==> src/rtl/sdpram_bist_master.sv <==
// Built-in self-test initiator for a simple dual-port RAM: fills every word with a
// selectable pattern, reads it all back and reports mismatches.
module sdpram_bist_master #(
    parameter int unsigned DATA_WIDTH = 32,
    parameter int unsigned MEM_DEPTH  = 16,
    parameter int unsigned ADDR_WIDTH = $clog2(MEM_DEPTH),
    parameter int unsigned RD_LATENCY = 3
) (
    input  logic                  clk,
    input  logic                  rst,
    input  logic                  start_i,
    input  logic [1:0]            pattern_i,
    input  logic [DATA_WIDTH-1:0] seed_i,
    output logic                  busy_o,
    output logic                  done_o,
    output logic                  pass_o,
    output logic [ADDR_WIDTH:0]   err_count_o,
    output logic [ADDR_WIDTH-1:0] first_err_addr_o,
    output logic                  wena_o,
    output logic [ADDR_WIDTH-1:0] addra_o,
    output logic [DATA_WIDTH-1:0] dina_o,
    output logic                  renb_o,
    output logic [ADDR_WIDTH-1:0] addrb_o,
    input  logic [DATA_WIDTH-1:0] doutb_i
);

    localparam logic [ADDR_WIDTH-1:0] LastAddr = ADDR_WIDTH'(MEM_DEPTH - 1);
    localparam int unsigned DrainW = (RD_LATENCY > 1) ? $clog2(RD_LATENCY) : 1;
    localparam logic [DrainW-1:0] LastDrain = DrainW'(RD_LATENCY - 1);

    typedef enum logic [2:0] {StIdle, StWrite, StRead, StDrain, StDone} state_e;

    state_e                  state_q;
    logic [1:0]              pat_q;
    logic [DATA_WIDTH-1:0]   seed_q;
    logic [DrainW-1:0]       drain_cnt_q;
    logic                    busy_q, done_q, pass_q, wena_q, renb_q;
    logic [ADDR_WIDTH:0]     err_count_q, err_count_d;
    logic [ADDR_WIDTH-1:0]   first_err_addr_q, first_err_addr_d;
    logic [ADDR_WIDTH-1:0]   addra_q, addrb_q;
    logic [DATA_WIDTH-1:0]   dina_q;

    // Expected-address pipeline, aligned with the RAM read latency.
    logic                    exp_vld_q  [RD_LATENCY];
    logic [ADDR_WIDTH-1:0]   exp_addr_q [RD_LATENCY];

    logic                    head_vld;
    logic [ADDR_WIDTH-1:0]   head_addr;
    logic                    mismatch;

    function automatic logic [DATA_WIDTH-1:0] pat_word(input logic [1:0] p,
                                                       input logic [DATA_WIDTH-1:0] s,
                                                       input logic [ADDR_WIDTH-1:0] a);
        logic [DATA_WIDTH-1:0] ext;
        ext = DATA_WIDTH'(a);
        unique case (p)
            2'd0:    return ext;
            2'd1:    return ~ext;
            2'd2:    return s;
            default: return ext ^ s;
        endcase
    endfunction

    always_comb begin
        head_vld         = exp_vld_q[RD_LATENCY-1];
        head_addr        = exp_addr_q[RD_LATENCY-1];
        mismatch         = head_vld && (doutb_i != pat_word(pat_q, seed_q, head_addr));
        err_count_d      = err_count_q;
        first_err_addr_d = first_err_addr_q;
        if (mismatch) begin
            if (err_count_q != '1) err_count_d = err_count_q + 1'b1;
            if (err_count_q == '0) first_err_addr_d = head_addr;
        end
    end

    always_ff @(posedge clk or posedge rst) begin
        if (rst) begin
            for (int i = 0; i < RD_LATENCY; i++) begin
                exp_vld_q[i]  <= 1'b0;
                exp_addr_q[i] <= '0;
            end
        end else begin
            for (int i = RD_LATENCY - 1; i > 0; i--) begin
                exp_vld_q[i]  <= exp_vld_q[i-1];
                exp_addr_q[i] <= exp_addr_q[i-1];
            end
            exp_vld_q[0]  <= (state_q == StRead);
            exp_addr_q[0] <= addrb_q;
        end
    end

    always_ff @(posedge clk or posedge rst) begin
        if (rst) begin
            state_q          <= StIdle;
            pat_q            <= '0;
            seed_q           <= '0;
            drain_cnt_q      <= '0;
            busy_q           <= 1'b0;
            done_q           <= 1'b0;
            pass_q           <= 1'b0;
            err_count_q      <= '0;
            first_err_addr_q <= '0;
            wena_q           <= 1'b0;
            addra_q          <= '0;
            dina_q           <= '0;
            renb_q           <= 1'b0;
            addrb_q          <= '0;
        end else begin
            err_count_q      <= err_count_d;
            first_err_addr_q <= first_err_addr_d;
            unique case (state_q)
                StIdle, StDone: begin
                    if (start_i) begin
                        pat_q            <= pattern_i;
                        seed_q           <= seed_i;
                        err_count_q      <= '0;
                        first_err_addr_q <= '0;
                        done_q           <= 1'b0;
                        pass_q           <= 1'b0;
                        busy_q           <= 1'b1;
                        wena_q           <= 1'b1;
                        addra_q          <= '0;
                        dina_q           <= pat_word(pattern_i, seed_i, '0);
                        state_q          <= StWrite;
                    end
                end
                StWrite: begin
                    if (addra_q == LastAddr) begin
                        wena_q  <= 1'b0;
                        renb_q  <= 1'b1;
                        addrb_q <= '0;
                        state_q <= StRead;
                    end else begin
                        addra_q <= addra_q + 1'b1;
                        dina_q  <= pat_word(pat_q, seed_q, addra_q + 1'b1);
                    end
                end
                StRead: begin
                    if (addrb_q == LastAddr) begin
                        drain_cnt_q <= '0;
                        state_q     <= StDrain;
                    end else begin
                        addrb_q <= addrb_q + 1'b1;
                    end
                end
                StDrain: begin
                    // The final compare lands on this edge, so pass uses the updated count.
                    if (drain_cnt_q == LastDrain) begin
                        renb_q  <= 1'b0;
                        busy_q  <= 1'b0;
                        done_q  <= 1'b1;
                        pass_q  <= (err_count_d == '0);
                        state_q <= StDone;
                    end else begin
                        drain_cnt_q <= drain_cnt_q + 1'b1;
                    end
                end
                default: state_q <= StIdle;
            endcase
        end
    end

    assign busy_o           = busy_q;
    assign done_o           = done_q;
    assign pass_o           = pass_q;
    assign err_count_o      = err_count_q;
    assign first_err_addr_o = first_err_addr_q;
    assign wena_o           = wena_q;
    assign addra_o          = addra_q;
    assign dina_o           = dina_q;
    assign renb_o           = renb_q;
    assign addrb_o          = addrb_q;

endmodule

==> config.mk <==
export PLATFORM = sky130hd
export DESIGN_NAME = sdpram_bist_master
export DESIGN_NICKNAME = d
export VERILOG_FILES = /design/src/rtl/sdpram_bist_master.sv
export SDC_FILE = /design/constraint.sdc
export NUM_CORES = 1
export LEC_CHECK = 0
export ABC_AREA = 1
export CORE_ASPECT_RATIO = 0.9
export CORE_MARGIN = 2
export CORE_UTILIZATION = 40
export CTS_BUF_LIST = sky130_fd_sc_hd__clkbuf_4 sky130_fd_sc_hd__clkbuf_8 sky130_fd_sc_hd__clkbuf_16
export DETAILED_ROUTE_END_ITERATION = 10
export GPL_TIMING_DRIVEN = 0
export HOLD_SLACK_MARGIN = 0.15
export SLEW_MARGIN = 10
export SYNTH_ARGS = -nofsm -noshare
export SYNTH_HDL_FRONTEND = slang
export SYNTH_SLANG_ARGS = --single-unit
==> constraint.sdc <==
create_clock -name clk -period 6.65 [get_ports clk]
set_clock_uncertainty 0.15 [all_clocks]
set_input_delay 0.665 -clock clk [delete_from_list [all_inputs] [get_ports clk]]
set_output_delay 0.665 -clock clk [all_outputs]
set_load 0.005 [all_outputs]
==> Implementation_results.wiki, run 1 <==
{| class="wikitable"
! Metric !! Value
|-
| Maximum single-stage delay on the critical path || 510 ps
|-
| Dominant delay contributor by cell family on the critical path || buffers and inverters
|-
| Number of vias in the routed layout || 5815
|-
| Total die area || 0.0158 mm²
|-
| Residual DRC || 0
|-
| Setup_tns || 0 ps
|-
| Nets@finish || 1038
|-
| Layout overhead on the synthesized area || 30.5%
|-
| Resized Gates After CTS || 0
|-
| Routed Wire Length || 18600 µm
|-
| Maximum clock rate || 370 MHz
|-
| Initial Utilization || 40.6%
|-
| Worst Setup End Kind || flop
|-
| Biggest area contributors in the synthesized netlist || dfrtp_1, nand2_1, inv_1
|-
| Final Hold Violating Endpoints || 0
|-
| Time the worst path needs with I/O delays and setup || 2710 ps
|-
| Worst reg2reg path endpoint || pass_o
|-
| Placed wire-length estimate || 13600 µm
|-
| Leading cell types by count after synthesis || nand2_1, dfrtp_1, inv_1
|-
| Area of the core region || 0.0146 mm²
|-
| Remaining global-route overflow || 0
|-
| Required @ worst endpoint || 6730 ps
|-
| CP bufs+invs || 4
|-
| Depth of the worst register-to-register path || 17
|-
| Worst VDD drop || 0.225 mV
|-
| Final Setup Violations || 0
|-
| Largest fanout on the critical path || 10
|-
| Global placement routability congestion || 0.867
|-
| Post-DR vias/cell || 4.98
|-
| Cell-by-cell listing of the critical path || clkdlybuf4s50_1, inv_1, nor2_1, clkbuf_1, clkbuf_1, o21ai_0
|-
| Path category of the worst min-delay check || reg2reg
|-
| RSZ-0062 raised after global routing || no
|-
| Critical path class || in2reg
|-
| Die extent in y || 119 µm
|-
| CTS Hold Buffers Added || 0
|-
| Cells after Synth || 830
|-
| Maximum number of pins on one net before global-route repair || 78
|-
| Initial antenna violation count || 1
|-
| Worst Tran Pin Value || 792 ps
|-
| CTS clk-pin slew, worst paths || 80 ps
|-
| Synthesized Nets || 904
|-
| Outcome || finished, final reports clean
|-
| Number of violations of the max-capacitance limit || 0
|-
| Tightest slew margin relative to the limit || 47.2%
|-
| Wire length per cell after detailed routing || 15.9 µm
|-
| Most frequent cell on the critical path || clkbuf_1
|-
| Synthesis warning total || 0
|-
| Hold Startpoint || exp_addr_q[10]
|-
| Synthesized area || 0.00591 mm²
|-
| Library cell with the highest instance count after synthesis || nand2_1
|-
| # H-tree levels || 3
|-
| Netlist cell types || 33
|-
| Top cell type's share of synthesized area || 45.8%
|-
| Initial drt markers || 507
|-
| Maximum buffer depth of the clock tree || 2
|-
| Die width || 132 µm
|-
| Post-synth top flop || dfrtp_1
|-
| TritonRoute pass-1 iters || 5
|-
| Mean Syn Cell Area || 7.12 µm²
|-
| Pwr per Cell Area || 467 mW/mm²
|-
| Clock tree sinks || 108
|-
| Post-synth ARST share || 100%
|-
| End-of-flow core utilization || 52.9%
|-
| Number of flops mapped to enable cells by yosys || 0
|-
| Post-route total power || 3.60 mW
|-
| Filler cells || 1483
|-
| Via count of the first global-routing pass || 5229
|-
| Overall routing resource usage || 24.0%
|-
| Flops & latches, synth || 108
|-
| Clock insertion delay at the later pin of the skew report || 370 ps
|-
| Cell type with the highest aggregate area in the netlist || dfrtp_1
|-
| Destination of the worst hold path || exp_addr_q[6]
|-
| First-pass GRT wire length || 29100 µm
|-
| Input/output buffers || 122
|-
| IO Count || 123
|-
| Leakage power figure || 3.78 nW
|-
| Clock root buffer master || clkbuf_16
|-
| Post-CTS Repair Setup Buffers || 0
|-
| Antenna violation net count after detailed routing || 0
|-
| Sequential-to-total area share from yosys stat || 45.8%
|-
| R2r setup slk || 4060 ps
|-
| Cell with the largest stage delay on the worst path || clkbuf_1
|-
| Startpoint class of the critical path || input port
|-
| Ratio of final minimum period to clock period || 40.7%
|-
| Hold Crit Depth || 0
|-
| Final Slew Violations || 0
|-
| Share of post-route cells with drive strength above 1 || 4.64%
|-
| Placement row count || 42
|-
| Inserted Clock Buffers || 9
|-
| Clock tree from TritonCTS || built
|-
| Data arrival time at the worst-slack endpoint || 2780 ps
|-
| Critical R2R Launch || pat_q[1]
|}
-- routing by layer --
layer	vias up	track usage, %	routed length, µm
met5	-	0	0
met4	0	6.05	250
met3	19	4.94	1430
met2	206	36.1	8010
met1	2687	35.4	8870
li1	2903	-	-
-- worst max-delay path by stage --
stage	start	end	slack (ps)	depth (start not counted)
2_1_floorplan	rst	addra_o[0]	2990	1
3_3_place_gp	rst	dina_o[22]	1190	2
3_5_place_dp	start_i	pat_q[0]	3550	6
4_1_cts	start_i	seed_q[0]	3910	6
5_1_grt	pat_q[1]	pass_o	3780	17
6_report	start_i	done_o	3940	6
-- sequential cells by signal, indices dropped and copies added, names as in the netlist, 2 cells and up --
register and cells:
dina_o 32, seed_q 32, exp_addr_q 8, err_count_o 5
addra_o 4, addrb_o 4, first_err_addr_o 4, head_addr 4
state_q 3, drain_cnt_q 2, exp_vld_q 2, pat_q 2
-- power by group --
| group | internal [mW] | switching, mW |
|---|---|---|
| clock network | 0.265 | 0.285 |
| logic | 0.758 | 1.14 |
| registers | 0.965 | 0.187 |
| total | 1.99 | 1.61 |
-- area by class of cell --
cell class / instances / area [µm²] / share of cell area, %
clock buffers: 9 / 225 / 2.92
multi-input cells: 576 / 2620 / 34.0
diodes: 1 / 2.50 / 0.0325
repair buffers: 123 / 1250 / 16.2
flip-flops and latches: 108 / 2700 / 35.1
well taps: 198 / 248 / 3.21
plain buffers: 41 / 186 / 2.42
clock inverters: 7 / 71.3 / 0.925
inverters: 105 / 399 / 5.18
-- metrics by stage --
| step | setup slack (ps) | hold slack [ps] | area [µm²] | instances |
|---|---|---|---|---|
| after floorplan | 2990 | 181 | 5910 | 830 |
| after global placement | 1190 | 183 | 7380 | 1150 |
| after detailed placement | 3550 | 186 | 7410 | 1151 |
| after CTS | 3910 | 206 | 7700 | 1167 |
| after global routing | 3780 | 207 | 7700 | 1167 |
| final | 3940 | 203 | 7710 | 1168 |
-- cells in the final DEF, fill, tap and decap left out, drive strengths merged, types with 5 or more instances in the layout --
master and instances:
a21oi 19, a31oi 29, buf 20, clkbuf 31, clkdlybuf4s50 122, clkinv 5, dfrtp 108, ha 5
inv 107, nand2 292, nand3 76, nand3b 7, nor2 59, nor3 9, o21ai 57, xor2 7
-- logic make-up (layout without fill, tap and decap cells) --
logic type,count (synthesis),count (layout),synth area share (%)
flops,108,108,45.8
xor+xnor,7,7,1.04
fa+ha+maj,5,5,1.06
buf+inv,146,285,9.83
simple gates,448,448,31.3
other cells,0,1,0
compound gates,116,116,11.0
-- worst reg2reg max path, cell delays in order, from the launching register on --
cell     delay, ps
dfrtp_1        340
buf_4          160
buf_2          300
nand2_1        140
nand2_1         90
nand2_1         50
nand2_1         50
nand2_1         50
nor2_1         290
nand2_1        110
nor2_2         130
nand3_2        180
nand2_2        150
nand2_1         70
nand2_1         60
nor2_1          40
nand3_1         90
nand2_1         50
(Power assumes the default switching activity.)
==> inputs of run 2 (changes only) <==
clock period = 2.64 ns   (was 6.65 ns; I/O delays follow)
==> Implementation_results.wiki, run 2 (synthesis gave the netlist of run 1 again) <==
{| class="wikitable"
! Metric !! Value
|-
| Outcome || finished, final reports clean
|-
| Most frequent cells in the layout || nand2_1, clkdlybuf4s50_1, dfrtp_1
|-
| Critical path class || reg2reg
|-
| Final Setup Violations || 0
|-
| Via count of the first global-routing pass || 5277
|-
| Crit. Startpoint || addra_o[0]
|-
| Die width || 132 µm
|-
| Multi-input logic area || 0.00266 mm²
|-
| Most heavily used metal layer in global routing || met1
|-
| Overall routing resource usage || 24.0%
|-
| Setup_tns || 0 ps
|-
| Pwr per Cell Area || 1180 mW/mm²
|-
| Share of post-route cells with drive strength above 1 || 5.25%
|-
| Ant diodes || 0
|-
| Layout overhead on the synthesized area || 31.9%
|-
| Cell-by-cell listing of the critical path || ha_1, nand3_1, inv_1, nor2_2, inv_1, nand2_1, buf_2, nor2_1, a31oi_1
|-
| Number of vias in the routed layout || 5746
|-
| Post-detailed-placement cell area || 0.00744 mm²
|-
| CTS Hold Buffers Added || 0
|-
| Critical R2R Launch || addra_o[0]
|-
| Most frequent cell on the critical path || inv_1
|-
| CP bufs+invs || 3
|-
| Tightest slew margin relative to the limit || 50.9%
|-
| Dominant delay contributor by cell family on the critical path || simple AND/OR/NAND/NOR gates
|-
| CTS clk-pin slew, worst paths || 80 ps
|-
| RSZ-0062 raised after global routing || no
|-
| Residual DRC || 0
|-
| Placement row count || 42
|-
| Number of violations of the max-capacitance limit || 0
|-
| Antenna violation net count after detailed routing || 0
|-
| Initial drt markers || 476
|-
| Final non-filler cell total || 1169
|-
| Post-DR vias/cell || 4.92
|-
| Largest fanout on the critical path || 10
|-
| Area of the core region || 0.0146 mm²
|-
| Routed Wire Length || 18400 µm
|-
| Placed wire-length estimate || 13800 µm
|-
| Worst Setup End Kind || flop
|-
| Leakage power figure || 3.81 nW
|-
| Clock tree from TritonCTS || built
|-
| First-pass GRT wire length || 29100 µm
|-
| Total die area || 0.0158 mm²
|-
| IO Count || 123
|-
| Final Hold Violating Endpoints || 0
|-
| FF+latch area || 0.00270 mm²
|-
| Wire length per cell after detailed routing || 15.7 µm
|-
| Clock root buffer master || clkbuf_16
|-
| Maximum number of pins on one net before global-route repair || 37
|-
| Data arrival time at the worst-slack endpoint || 2570 ps
|-
| Path category of the worst min-delay check || in2async
|-
| Clock tree sinks || 108
|-
| Nets@finish || 1040
|-
| Dpl cells || 1153
|-
| Filler cells || 1450
|-
| Input/output buffers || 122
|-
| Cell with the largest stage delay on the worst path || dfrtp_1
|-
| Time the worst path needs with I/O delays and setup || 2430 ps
|-
| Required @ worst endpoint || 2780 ps
|-
| Global placement routability congestion || 0.858
|-
| Initial Utilization || 40.6%
|-
| Initial antenna violation count || 1
|-
| Final Slew Violations || 0
|-
| Met3 Use GR || 4.64%
|-
| Post-route cell area || 0.00779 mm²
|-
| Fraction of met2 tracks used by global routing || 34.4%
|-
| TritonRoute pass-1 iters || 7
|-
| Remaining global-route overflow || 0
|-
| Maximum buffer depth of the clock tree || 2
|-
| Die extent in y || 119 µm
|-
| Startpoint class of the critical path || flop
|-
| Clock insertion delay at the later pin of the skew report || 370 ps
|-
| Leading cell type in the layout, fill and taps excluded || nand2_1
|-
| Post-CTS Repair Setup Buffers || 0
|-
| Maximum single-stage delay on the critical path || 460 ps
|-
| Met1 track demand over resource in global routing || 36.3%
|-
| Worst Tran Pin Value || 736 ps
|-
| # H-tree levels || 3
|-
| Maximum clock rate || 412 MHz
|-
| Ratio of final minimum period to clock period || 92.0%
|-
| Worst VDD drop || 0.672 mV
|-
| Inserted Clock Buffers || 9
|-
| WHS || 171 ps
|}
run 2: power breakdown:
part	switching, mW	total (mW)	leakage (nW)	internal (mW)
clock	0.692	1.47	0.156	0.782
sequential	0.484	2.92	1.31	2.43
combinational	2.84	4.77	2.34	1.93
total	4.02	9.16	3.81	5.14
run 2: repair_timing:
action | CTS | global route
hold endpoints to repair | 0 | 0
gates resized for setup | 1 | 8
endpoints found under the setup margin | 9 | 45
run 2: per-layer routing:
layer / share of wire, % / vias to the layer above
met5: 0.060 / -
met3: 7.1 / 24
met4: 1.6 / 2
met2: 43 / 188
li1: - / 2907
met1: 48 / 2625
run 2: path summary, 6_finish.rpt:
check / end / slack [ps] / cells after the start
max in group asynchronous: dina_o[15] / 1390 / 4
worst max-delay path: dina_o[19] / 210 / 9
min in group clk: exp_addr_q[7] / 200 / 0
worst max register to register: dina_o[19] / 210 / 9
worst min-delay path: err_count_o[1] / 170 / 2
worst min register to register: exp_addr_q[7] / 200 / 0
run 2: layout make-up:
cell class                      count  share of cell area [%]
Multi-Input combinational cell    576                    34.1
Clock inverter                      6                   0.980
Inverter                          105                    5.11
Timing Repair Buffer              125                    16.4
Clock buffer                       10                    3.07
Tap cell                          198                    3.18
Buffer                             41                    2.46
Sequential cell                   108                    34.7
run 2: metrics by stage:
stage	total power, mW	setup WS (ps)	util, %
5_1_grt	9.92	4.99	53.5
3_5_place_dp	7.67	-131	51.1
2_1_floorplan	5.73	662	-
3_3_place_gp	7.59	-280	50.7
4_1_cts	9.16	47.7	53.3
6_report	9.16	211	53.5
